--- config.mk ---
export PLATFORM = sky130hd
export DESIGN_NAME = ricosoc_timer
export DESIGN_NICKNAME = d
export VERILOG_FILES = /design/src/rtl/ricosoc_timer.sv
export SDC_FILE = /design/constraint.sdc
export NUM_CORES = 1
export LEC_CHECK = 0
export CORE_MARGIN = 2
export CORE_UTILIZATION = 60
export CTS_CLUSTER_DIAMETER = 60
export CTS_CLUSTER_SIZE = 25
export DETAILED_ROUTE_END_ITERATION = 6
export PLACE_DENSITY = 0.87
export SLEW_MARGIN = 20
export SYNTH_ARGS = -nofsm -noshare
export SYNTH_HDL_FRONTEND = slang
export SYNTH_SLANG_ARGS = --single-unit
--- constraint.sdc ---
create_clock -name clk -period 9.1 [get_ports clk]
set_clock_uncertainty 0.15 [all_clocks]
set_input_delay 1.82 -clock clk [delete_from_list [all_inputs] [get_ports clk]]
set_output_delay 1.82 -clock clk [all_outputs]
set_load 0.01 [all_outputs]
--- src/rtl/ricosoc_timer.sv ---
// Memory-mapped timer/compare peripheral on the SoC iomem bus: 16-bit prescaler,
// 32-bit up-counter, compare register, sticky match flag, optional auto-reload.
module ricosoc_timer #(
   parameter logic [31:0] BASE_ADDR = 32'h0300_0000
) (
   input  logic        clk,
   input  logic        reset,
   input  logic        iomem_valid,
   output logic        iomem_ready,
   input  logic [3:0]  iomem_wstrb,
   input  logic [31:0] iomem_addr,
   input  logic [31:0] iomem_wdata,
   output logic [31:0] iomem_rdata,
   output logic        irq
);

   localparam logic [7:0] OFF_CTRL     = 8'h00;
   localparam logic [7:0] OFF_PRESCALE = 8'h04;
   localparam logic [7:0] OFF_COUNT    = 8'h08;
   localparam logic [7:0] OFF_COMPARE  = 8'h0C;
   localparam logic [7:0] OFF_STATUS   = 8'h10;

   function automatic logic [31:0] byte_merge(input logic [31:0] old_v,
                                              input logic [31:0] new_v,
                                              input logic [3:0]  be);
      logic [31:0] res;
      for (int i = 0; i < 4; i++) begin
         res[i*8 +: 8] = be[i] ? new_v[i*8 +: 8] : old_v[i*8 +: 8];
      end
      return res;
   endfunction

   logic [2:0]  ctrl_r;       // [0] en, [1] irq_en, [2] reload
   logic [15:0] prescale_r;
   logic [31:0] count_r;
   logic [31:0] compare_r;
   logic        match_r;
   logic [15:0] presc_r;

   logic        sel_s;
   logic        wr_s;
   logic        wr_ctrl_s;
   logic        wr_prescale_s;
   logic        wr_count_s;
   logic        wr_compare_s;
   logic        wr_status_s;
   logic        tick_s;
   logic        hit_s;
   logic        clr_s;
   logic [15:0] prescale_wr_s;
   logic [31:0] count_wr_s;
   logic [31:0] compare_wr_s;
   logic [31:0] rd_data_s;

   // Bus decode, read mux and tick/match qualification from pre-edge state.
   always_comb begin
      sel_s         = iomem_valid && (iomem_addr[31:8] == BASE_ADDR[31:8]) && !iomem_ready;
      wr_s          = sel_s && (iomem_wstrb != 4'b0000);
      wr_ctrl_s     = 1'b0;
      wr_prescale_s = 1'b0;
      wr_count_s    = 1'b0;
      wr_compare_s  = 1'b0;
      wr_status_s   = 1'b0;
      rd_data_s     = 32'h0000_0000;
      case (iomem_addr[7:0])
         OFF_CTRL: begin
            wr_ctrl_s = wr_s;
            rd_data_s = {29'h0000_0000, ctrl_r};
         end
         OFF_PRESCALE: begin
            wr_prescale_s = wr_s;
            rd_data_s     = {16'h0000, prescale_r};
         end
         OFF_COUNT: begin
            wr_count_s = wr_s;
            rd_data_s  = count_r;
         end
         OFF_COMPARE: begin
            wr_compare_s = wr_s;
            rd_data_s    = compare_r;
         end
         OFF_STATUS: begin
            wr_status_s = wr_s;
            rd_data_s   = {31'h0000_0000, match_r};
         end
         default: begin
            rd_data_s = 32'h0000_0000;
         end
      endcase
      prescale_wr_s = {iomem_wstrb[1] ? iomem_wdata[15:8] : prescale_r[15:8],
                       iomem_wstrb[0] ? iomem_wdata[7:0]  : prescale_r[7:0]};
      count_wr_s    = byte_merge(count_r, iomem_wdata, iomem_wstrb);
      compare_wr_s  = byte_merge(compare_r, iomem_wdata, iomem_wstrb);
      tick_s        = ctrl_r[0] && (presc_r == prescale_r);
      // A CPU write to COUNT suppresses both the increment and the compare.
      hit_s         = tick_s && !wr_count_s && (count_r == compare_r);
      clr_s         = wr_status_s && iomem_wstrb[0] && iomem_wdata[0];
   end

   // Register file, prescaler, counter and bus response.
   always_ff @(posedge clk or posedge reset) begin
      if (reset) begin
         ctrl_r      <= 3'b000;
         prescale_r  <= 16'h0000;
         count_r     <= 32'h0000_0000;
         compare_r   <= 32'hFFFF_FFFF;
         match_r     <= 1'b0;
         presc_r     <= 16'h0000;
         iomem_ready <= 1'b0;
         iomem_rdata <= 32'h0000_0000;
      end else begin
         iomem_ready <= sel_s;
         iomem_rdata <= sel_s ? rd_data_s : 32'h0000_0000;

         if (wr_ctrl_s && iomem_wstrb[0]) begin
            ctrl_r <= iomem_wdata[2:0];
         end
         if (wr_prescale_s) begin
            prescale_r <= prescale_wr_s;
         end
         if (wr_compare_s) begin
            compare_r <= compare_wr_s;
         end

         if (wr_prescale_s || !ctrl_r[0] || tick_s) begin
            presc_r <= 16'h0000;
         end else begin
            presc_r <= presc_r + 16'd1;
         end

         if (wr_count_s) begin
            count_r <= count_wr_s;
         end else if (tick_s) begin
            count_r <= (hit_s && ctrl_r[2]) ? 32'h0000_0000 : count_r + 32'd1;
         end

         // A new match beats a simultaneous write-1-to-clear.
         if (hit_s) begin
            match_r <= 1'b1;
         end else if (clr_s) begin
            match_r <= 1'b0;
         end
      end
   end

   assign irq = match_r & ctrl_r[1];

endmodule

**After elaboration in Yosys (flattened, before gate mapping)**

Cells that the tools add are included.

- Flip-flop bits (word level): 133
- Input port bits: 71
- Output and inout port bits: 34
- Word-level logic and storage cells: 75

- Add/sub/neg operators: 2
- Equal/unequal tests: 11
- Multiplexer cells: 17
- Bitwise logic cells: 1
- Reductions and logical operators: 29

Operator list:

| kind | count |
|---|---|
| $pmux W32 S5 | 1 |
| $mux W32 | 4 |
| $add A32 B1 Y32 const B | 1 |
| $eq A32 B32 Y1 | 1 |
| $mux W8 | 4 |
| $eq A24 B18 Y1 const B | 1 |
| $reduce_and A2 Y1 | 10 |
| $add A16 B1 Y16 const B | 1 |
| $eq A16 B16 Y1 | 1 |
| $eq A8 B4 Y1 const B | 2 |
| $mux W16 | 1 |
| $logic_and A1 B1 Y1 | 10 |
| $eq A8 B3 Y1 const B | 1 |
| $eq A8 B5 Y1 const B | 1 |
| $logic_not A8 Y1 | 1 |
| $ne A2 B2 Y1 const B | 4 |
| $mux W1 | 7 |
| $reduce_bool A2 Y1 | 2 |
| $reduce_bool A4 Y1 | 1 |
| $logic_not A1 Y1 | 3 |
| $logic_or A1 B1 Y1 | 2 |
| $and A1 B1 Y1 | 1 |

**Depth between registers and ports, before layout**

- Depth in word-level cells: 12
- Gate-level depth with buffers: 9
- Mapped depth without buffers: 7

**Worst setup path after synthesis**

No wires, ideal clock.

- Kind: input -> register
- From: input port iomem_wstrb[0]
- To: register count_r[14]
- Setup time: 0.126 ns
- Arrival: 3.495 ns
- Data required time: 8.824 ns
- Slack: 5.329 ns
- Stages on the path: 8
- Buffers on the path: 2
- Cell sequence: buf_2 or4_4 and4_4 and3_1 buf_2 nand2_4 inv_1 a221o_1

- Cells in the longest elaborated chain, start to end: 10
- Elaborated cells on any way between the ends: 13
- Classes of those cells: eq/ne (1); mux (4); reduce/logical (8)

RTL lines:

| element | RTL line | text |
|---|---|---|
| start: declaration | 10 | `input logic [3:0] iomem_wstrb,` |
| $reduce_bool A4 Y1 (*) | 58 | `wr_s = sel_s && (iomem_wstrb != 4'b0000);` |
| $logic_and A1 B1 Y1 (*) | 58 |  |
| $mux W1 (*) | 65 | `case (iomem_addr[7:0])` |
| $logic_not A1 Y1 | 96 | `hit_s = tick_s && !wr_count_s && (count_r == compare_r);` |
| $logic_and A1 B1 Y1 (2 in series) | 96 |  |
| $logic_and A1 B1 Y1 | 134 | `count_r <= (hit_s && ctrl_r[2]) ? 32'h0000_0000 : count_r + 32'd1;` |
| $mux W32 | 134 |  |
| $mux W32 | 133 | `end else if (tick_s) begin` |
| $mux W32 | 131 | `if (wr_count_s) begin` |
| end signal: assignment | 132 | `count_r <= count_wr_s;` |
| end signal: assignment | 134 |  |
| end: declaration | 35 | `logic [31:0] count_r;` |

Every way passes the cells marked *; elsewhere a longest branch is shown, timed or not. The select of a mux whose other input is x is not followed.
A chain may end at the register's enable or synchronous reset.

**Final worst setup path**

- From: input port iomem_addr[3]
- To: register count_r[4]

- Cells in the longest elaborated chain, start to end: 9
- Elaborated cells on any way between the ends: 12
- Classes of those cells: eq/ne (2); mux (4); reduce/logical (6)

RTL lines:

| element | RTL line | text |
|---|---|---|
| start: declaration | 11 | `input logic [31:0] iomem_addr,` |
| $eq A8 B4 Y1 (*) | 65 |  |
| $mux W1 (*) | 65 |  |
| $logic_not A1 Y1 | 96 |  |
| $logic_and A1 B1 Y1 (2 in series) | 96 |  |
| $logic_and A1 B1 Y1 | 134 |  |
| $mux W32 | 134 |  |
| $mux W32 | 133 |  |
| $mux W32 | 131 |  |

Marked as above.

==> run_results.csv <==
group,metric,value,unit
clocking,cts_tree,"built",
layout,fillers,782,
global_route,antenna_found_initial,0,
sta,fin_crit_sh,0.505,
clocking,cts_setup_buffers,0,
critical_path,r2r-end,"count_r[31]$_DFFE_PP0P_",
critical_path,worst-r2r-cell-count,6,
detailed_routing,routed_wl,20500,µm
yosys,synth_edf_count,0,
yosys,yosysSeqAreaShare,0.451,
critical_path,critPathArrivalTime,4.73,ns
sta,rsz0062_at_grt,"false",
run_status,run_status,"complete, no violations",
layout,drive_gt1_frac,0.197,
clocking,cts_buffers,17,
critical_path,timing_worst_setup_path_type,"in -> reg",
yosys,ys_warn_count,0,
sta,relSlewSlack,0.353,
detailed_routing,vias,6406,
layout,n_antenna_cell,0,
yosys,synth_area_leaders,"dfrtp_1 (34%), dfstp_2 (11%), mux2_2 (9.8%), xnor2_1 (6.6%), nand4_1 (4.0%)",
clocking,postCtsHoldBufs,0,
clocking,clkTransAtPathRegs,0.05,ns
yosys,ys_ff_latch,133,
floorplanning,rows,40,
clocking,root_buffer,"clkbuf_16",
critical_path,cp.required,9.23,ns
layout,finalNetCount,869,
layout,areaGrowthSynthToFinish,22.6,%
detailed_routing,route.detailed.drc,0,
floorplanning,start_util,0.619,
detailed_routing,via_per_inst,6.56,
detailed_routing,drt_iter0_markers,1033,
critical_path,crit_start,"iomem_addr[3]",
yosys,syn_nets,789,
critical_path,end_kind,"flip-flop",
placed_design,dp.final_hpwl,14500,µm
layout,final_common_cell,"clkdlybuf4s50_1",
critical_path,cp_max_fo,25,
clocking,htree_num_levels,4,
yosys,synth_top_area_cell,"dfrtp_1",
power_and_ir_drop,p_total,1.39,mW
detailed_routing,drt_pass1_iterations,5,
global_route,grt_pass1_vias,6233,
worst_hold_path,hold_path_depth,2,
sta,fin_setup_tns,0,ns
placed_design,place.gp.congestion,0.941,
worst_hold_path,worstHoldStart,"compare_r[24]$_DFFE_PP1P_",
yosys,synthArstFlopShare,1.00,
sta,min_period,4.59,ns
yosys,syn_avg_cell_area,10.4,µm²
global_route,grt_pass1_wl,32800,µm
critical_path,r2r-start,"count_r[11]$_DFFE_PP0P_",
critical_path,start_kind,"input pin",
clocking,clk_latency,0.44,ns
placed_design,port_buffers,104,
floorplanning,die_width,116,µm
sta,maxSlewViolCount,0,
global_route,grt_overflow,0,
yosys,synthCells,716,
power_and_ir_drop,p_per_area,152,nW/µm²
worst_hold_path,min_to,"iomem_rdata[24]$_DFF_PP0_",
floorplanning,dieArea,13400,µm²
clocking,clk_path_buf_depth,2,
sta,setup_viol,0,
sta,finalHoldViolations,0,
clocking,cts_resized,0,
yosys,yosysTopAreaCellShare,0.339,
power_and_ir_drop,power_leakage,3.64,nW
detailed_routing,ant_nets,0,
floorplanning,io_pins,105,
run,drv_cap,0,
layout,mostFrequentLayoutCells,"clkdlybuf4s50_1 (104), dfrtp_1 (101), mux2_2 (65)",
worst_hold_path,worstHoldPathType,"reg -> reg",
clocking,cts.sink_count,133,
critical_path,reg2reg_slack,5.60,ns
yosys,ys_types,65,
floorplanning,core_area,12100,µm²
power_and_ir_drop,ir_worst_vdd,0.150,mV
yosys,netlist_area,7470,µm²
global_route,grt_usage,0.324,
yosys,synth_ff_type,"dfrtp_1",
floorplanning,die-height,116,µm
global_route,grt_max_degree,74,
sta,worst_slew_pin_slew,0.970,ns
sta,max_freq,218,MHz
detailed_routing,wl_per_cell,21.0,µm
## state kept, by name (all words and copies together) (netlist names)
name,cells
prescale_r,16
ctrl_r,3
match_r,1
compare_r,32
iomem_rdata,32
iomem_ready,1
presc_r,16
count_r,32
## layout make-up
class	instances	area, µm²	area share
clock inverter	4	120	0.0131
inverter	8	32.5	0.00355
timing repair buffer	110	1090	0.119
clock buffer	28	507	0.0554
multi-input combinational	526	3830	0.418
tap	168	210	0.0230
sequential	133	3370	0.368
## report_power, final
group / switching (mW) / total (mW) / internal [mW]
clock network: 0.247 / 0.735 / 0.488
registers: 0.0000127 / 0.593 / 0.593
logic: 0.0305 / 0.0614 / 0.0309
## worst max-delay path: stages
cell and delay (ns):
clkdlybuf4s50_1 0.46, buf_4 0.26, nor2b_1 0.25, and4_1 0.87
and4_1 0.52, mux2_2 0.38, nand2_1 0.06, o211ai_1 0.09
## per-layer routing
layer  wire (µm)  global-route usage  vias to the layer above
met5           0                   0                        -
met4         585               0.136                        0
met3        1640              0.0633                       49
met2       10400               0.542                      355
met1        7950               0.412                     3167
li1            -                   -                     2835
## per-stage QoR
step	std cells	setup slack, ns	hold slack, ns	area (µm²)	util
3_5_place_dp	945	4.15	0.373	8520	0.707
2_1_floorplan	716	3.63	0.335	7470	-
4_1_cts	977	4.59	0.385	9150	0.759
5_1_grt	977	4.35	0.404	9150	0.759
3_3_place_gp	945	4.20	0.360	8520	0.707
6_report	977	4.51	0.386	9150	0.759
## worst max-delay path by stage
stage          depth (start not counted)  slack (ns)                endpoint
3_5_place_dp                           8        4.15  count_r[4]$_DFFE_PP0P_
6_report                               8        4.51  count_r[4]$_DFFE_PP0P_
5_1_grt                                8        4.35  count_r[4]$_DFFE_PP0P_
2_1_floorplan                          1        3.63  count_r[0]$_DFFE_PP0P_
3_3_place_gp                           8        4.20  count_r[4]$_DFFE_PP0P_
4_1_cts                                8        4.59  count_r[4]$_DFFE_PP0P_
## kinds of logic (layout without fill, tap and decap cells)
logic type,count (synthesis),count (layout),synth area share
AO/OA/AOI/OAI,95,95,0.0994
adder cells (fa/ha/maj),2,2,0.00335
multiplexers,70,70,0.108
XOR/XNOR,66,66,0.0774
buffers and inverters,57,150,0.0362
flip-flops,133,133,0.451
AND/OR/NAND/NOR,293,293,0.224
## synthesized netlist by cell type, drive strengths merged, types with 11 or more instances
cell type	count
nor2	65
and4	12
buf	30
clkbuf	19
nand3	42
nor4	11
and3	25
dfstp	32
mux2	65
o21ai	13
nand2	43
a22oi	28
dfrtp	101
nand4	48
xnor2	56
nor3	11
(Power assumes the default switching activity.)
